===== config.mk =====
export PLATFORM = sky130hd
export DESIGN_NAME = rf_write_arbiter
export DESIGN_NICKNAME = d
export VERILOG_FILES = /design/src/rtl/rf_write_arbiter.sv
export SDC_FILE = /design/constraint.sdc
export NUM_CORES = 1
export LEC_CHECK = 0
export CAP_MARGIN = 20
export CORE_AREA = 2 2 61 63
export CTS_BUF_LIST = sky130_fd_sc_hd__clkbuf_8
export CTS_CLUSTER_SIZE = 24
export DETAILED_ROUTE_END_ITERATION = 12
export DIE_AREA = 0 0 63 65
export PLACE_DENSITY = 0.84
export SYNTH_ARGS = -nofsm -noshare
export SYNTH_HDL_FRONTEND = slang
export SYNTH_SLANG_ARGS = --single-unit

===== constraint.sdc =====
create_clock -name CLK -period 1.7 [get_ports CLK]
set_input_delay 0.34 -clock CLK [delete_from_list [all_inputs] [get_ports CLK]]
set_output_delay 0.34 -clock CLK [all_outputs]
set_load 0.005 [all_outputs]

===== src/rtl/rf_write_arbiter.sv =====
// Round-robin arbiter sharing the register-file write port between the ALU (A)
// and memory (M) writeback paths. Optional conflict counter: RF_WARB_STATS_EN.
module rf_write_arbiter #(
   parameter int DW = 16,
   parameter int AW = 4
) (
   input  logic          CLK,
   input  logic          RST_N,
   input  logic          stall,
   input  logic          req_a,
   input  logic [AW-1:0] reg_a,
   input  logic [DW-1:0] val_a,
   output logic          ack_a,
   input  logic          req_m,
   input  logic [AW-1:0] reg_m,
   input  logic [DW-1:0] val_m,
   output logic          ack_m,
   output logic          RegWrite,
   output logic [AW-1:0] writeReg,
   output logic [DW-1:0] writeValue,
   output logic          busy
`ifdef RF_WARB_STATS_EN
   ,
   output logic [15:0]   conflict_cnt
`endif
);

   // Handshake: a requester holds req/reg/val stable until its ack is 1; the
   // request is consumed at the rising edge where ack=1, and the requester may
   // present a new request (or deassert) in the very next cycle.

   logic          last_q, last_d;           // 0: A won last, 1: M won last
   logic          reg_write_q, reg_write_d;
   logic [AW-1:0] write_reg_q, write_reg_d;
   logic [DW-1:0] write_value_q, write_value_d;
   logic          grant_a, grant_m;

   // Reset forces last=1 so A takes the first contention.
   always_comb begin
      grant_a = 1'b0;
      grant_m = 1'b0;
      if (RST_N && !stall) begin
         if (req_a && req_m) begin
            grant_a = last_q;
            grant_m = ~last_q;
         end else begin
            grant_a = req_a;
            grant_m = req_m;
         end
      end
   end

   always_comb begin
      last_d        = last_q;
      reg_write_d   = 1'b0;
      write_reg_d   = write_reg_q;
      write_value_d = write_value_q;
      if (grant_a) begin
         last_d        = 1'b0;
         write_reg_d   = reg_a;
         write_value_d = val_a;
         reg_write_d   = (reg_a != '0);
      end else if (grant_m) begin
         last_d        = 1'b1;
         write_reg_d   = reg_m;
         write_value_d = val_m;
         reg_write_d   = (reg_m != '0);
      end
   end

   always_ff @(posedge CLK or negedge RST_N) begin
      if (!RST_N) begin
         last_q        <= 1'b1;
         reg_write_q   <= 1'b0;
         write_reg_q   <= '0;
         write_value_q <= '0;
      end else begin
         last_q        <= last_d;
         reg_write_q   <= reg_write_d;
         write_reg_q   <= write_reg_d;
         write_value_q <= write_value_d;
      end
   end

   assign ack_a      = grant_a;
   assign ack_m      = grant_m;
   assign RegWrite   = reg_write_q;
   assign writeReg   = write_reg_q;
   assign writeValue = write_value_q;
   assign busy       = (req_a & ~grant_a) | (req_m & ~grant_m);

`ifdef RF_WARB_STATS_EN
   logic [15:0] conflict_cnt_q, conflict_cnt_d;

   // Counts cycles where both sources compete and grants are not stalled.
   always_comb begin
      conflict_cnt_d = conflict_cnt_q;
      if (req_a && req_m && !stall && (conflict_cnt_q != 16'hFFFF))
         conflict_cnt_d = conflict_cnt_q + 16'd1;
   end

   always_ff @(posedge CLK or negedge RST_N) begin
      if (!RST_N) conflict_cnt_q <= '0;
      else        conflict_cnt_q <= conflict_cnt_d;
   end

   assign conflict_cnt = conflict_cnt_q;
`endif

endmodule


==> run metrics <==
class of the most critical setup path=reg -> out; Final Util=62.5%; share of layout cells above drive strength 1=between 20% and 30%; sequential area share after synthesis=slightly above 40%; Hold Violations, Final=0; Synth cell types=22; Global Route Usage Sum=19.9%; total core area=3500 um^2; Synth Area in XOR/XNOR=0%; mux share of post-synthesis cell area=0%; Syn Nets=179; Die Height=65 um; Hold Path Class=in -> async; DR iter-0 viols=42; Wirelength per Cell=15.3 um; Clock Tree Root=clkbuf_8; total CTS buffers=3; maximum VDD drop=between 0.0003 and 0.0004 V; HPWL reported at the end of detailed placement=2850 um; skew final=4.97 ps; GPL Wtd Cong=0.797; Leak=0.894 nW; Non-Filler Instances=approximately 250; Cells after Synth=134; initial antenna violation count=0; vias in the first global route=1342; DRC=0; first-pass GRT wire length=6460 um; simple-gate share of the synthesized area=13.8%; CTS Buffer Depth=2; Post-Synth Adder-Cell Area=0%; setup violators final=0; die area=4100 um^2; total congestion overflow=0; total clock sinks=22; outcome=complete, no violations; Ys Warns=0; reg-to-reg endpoint=writeValue[14]; std cell rows=22; flop2flop setup slack=220 ps; I/O pin total=69; CTS H-tree lvls=1; RSZ-0062 raised after global routing=false; Synth Cell Area=between 1000 and 1500 um^2; Crit Path Max Fanout=4; main combinational cell family by area after synthesis=compound AO/OA/AOI/OAI gates; Fin Setup TNS=0 ps; startpoint types=flip-flop; routed wire length=between 3000 and 4000 um; clock latency at the later pin of the worst-skew pair=260 ps; Diodes inserted=0; Initial Utilization=38.9%; relative slew slack=77.5%; Max Slew Vio Count=0; Crit. End Element=output port; Hold-fix buffers, CTS=0; Fmax=640 MHz; Area Overhead vs Synth=60.6%; fin crit period=1560 ps; placed cell areas=2140 um^2; reg2reg start=last_q; PortBufs=just under 70; Final Cell Area=about 2200 um^2; Vias/cell=5.28; Seq cells post-synth=22; worst setup margin=around 140 ps; antenna-violating nets left=0; Cell Pwr Density=747 nW/um^2; Critical Path AT=between 1000 and 1500 ps; Final nets=251; max cap viols=0; Die Wd=63 um; Reg clk slew, reported paths=80 ps; final worst path period share=92.0%; CTS tree=yes; vias=1336; Required @ worst endpoint=1360 ps; compound-cell area share of the yosys netlist=approximately a third; Placed Cells=247; Pre-antenna DRT Iters=4; pin count of the biggest net entering global routing=24; post-synthesis average cell area=10.1 um^2; worst-case reg-to-reg path depth=4; slew of the pin with the lowest slew margin=about 340 ps; pre-CTS WS=-372 ps
==> area by class of cell <==
class	count	area [um^2]
Tap cell	48	60.1
Fill cell	320	1310
Timing Repair Buffer	83	798
Clock buffer	3	41.3
Clock inverter	1	3.75
Multi-Input combinational cell	76	654
Inverter	20	75.1
Sequential cell	22	552
==> worst max-delay path, cell delays in order (launching register included) <==
cell and delay [ps]:
dfstp_2 560, nand2b_4 130, and3_4 180, buf_2 110
==> worst max-delay path by stage <==
| stage | cells after the start | start | slack, ps | to |
|---|---|---|---|---|
| 3_3_place_gp | 5 | stall | -370 | ack_m |
| 3_5_place_dp | 4 | stall | -370 | ack_a |
| 6_report | 3 | last_q | 140 | ack_a |
| 4_1_cts | 3 | last_q | 30 | ack_a |
| 5_1_grt | 3 | last_q | 90 | ack_a |
| 2_1_floorplan | 3 | last_q | 330 | ack_a |
==> synthesized netlist by cell type (all sizes together) <==
cell type	count	area share, %
a211oi	1	0.92
a21oi	3	1.1
a31oi	2	0.92
and3	1	0.83
buf	7	4.1
clkbuf	9	2.5
dfrtp	21	39
dfstp	1	1.9
inv	20	5.5
nand2	2	0.55
nand2b	2	0.92
nand4	20	9.2
nor2	1	0.28
nor2b	1	1.0
nor4	1	0.46
o21ai	21	7.7
o311ai	20	23
or4	1	0.55
==> kinds of logic (layout without fill, tap and decap cells) <==
group	after synthesis	count (layout)
DFF	22	22
and+or+nand+nor	29	29
buffers and inverters	36	107
AOI/OAI and AO/OA	47	47
==> stage by stage <==
step	power (mW)	hold WS, ps
floorplan	0.939	44.4
global placement	1.30	491
finish	1.63	208
CTS	1.64	216
detailed placement	1.32	496
global route	1.73	228
==> power breakdown <==
| group | switching, mW | leakage (nW) | internal (mW) |
|---|---|---|---|
| Combinational | 0.245 | 0.603 | 0.390 |
| Sequential | 0.0495 | 0.264 | 0.626 |
| Clock | 0.162 | 0.0269 | 0.161 |
| Total | 0.456 | 0.894 | 1.18 |
==> placed cells by master, fill, tap and decap left out, types with 3 or more instances in the layout <==
cell / count
a21oi_1: 3
clkbuf_8: 3
o311ai_2: 18
dlygate4sd2_1: 4
clkdlybuf4s50_1: 61
o21ai_0: 16
inv_1: 21
dfrtp_1: 21
buf_4: 13
nand4_1: 20
buf_2: 3
o21ai_1: 4
==> registers in the layout, summed over array words and instances, names as in the netlist <==
signal,cells
writeValue,16
RegWrite,1
writeReg,4
last_q,1
==> what timing repair did <==
| item | CTS | global route |
|---|---|---|
| cloned | 0 | 0 |
| setup endpoints to repair | 4 | 1 |
| resized for setup | 15 | 2 |
| buffers inserted | 2 | 0 |
==> per-layer routing <==
layer | GRT usage (%) | wire length (um) | share of wire (%) | vias up
met4 | 4.44 | 37 | 0.96 | 0
met5 | 0 | 0 | 0 | -
met1 | 24.8 | 1560 | 40 | 639
met2 | 36.3 | 2090 | 54 | 43
li1 | - | - | - | 650
met3 | 2.95 | 182 | 4.7 | 4
Power figures use the tool's default switching activity.
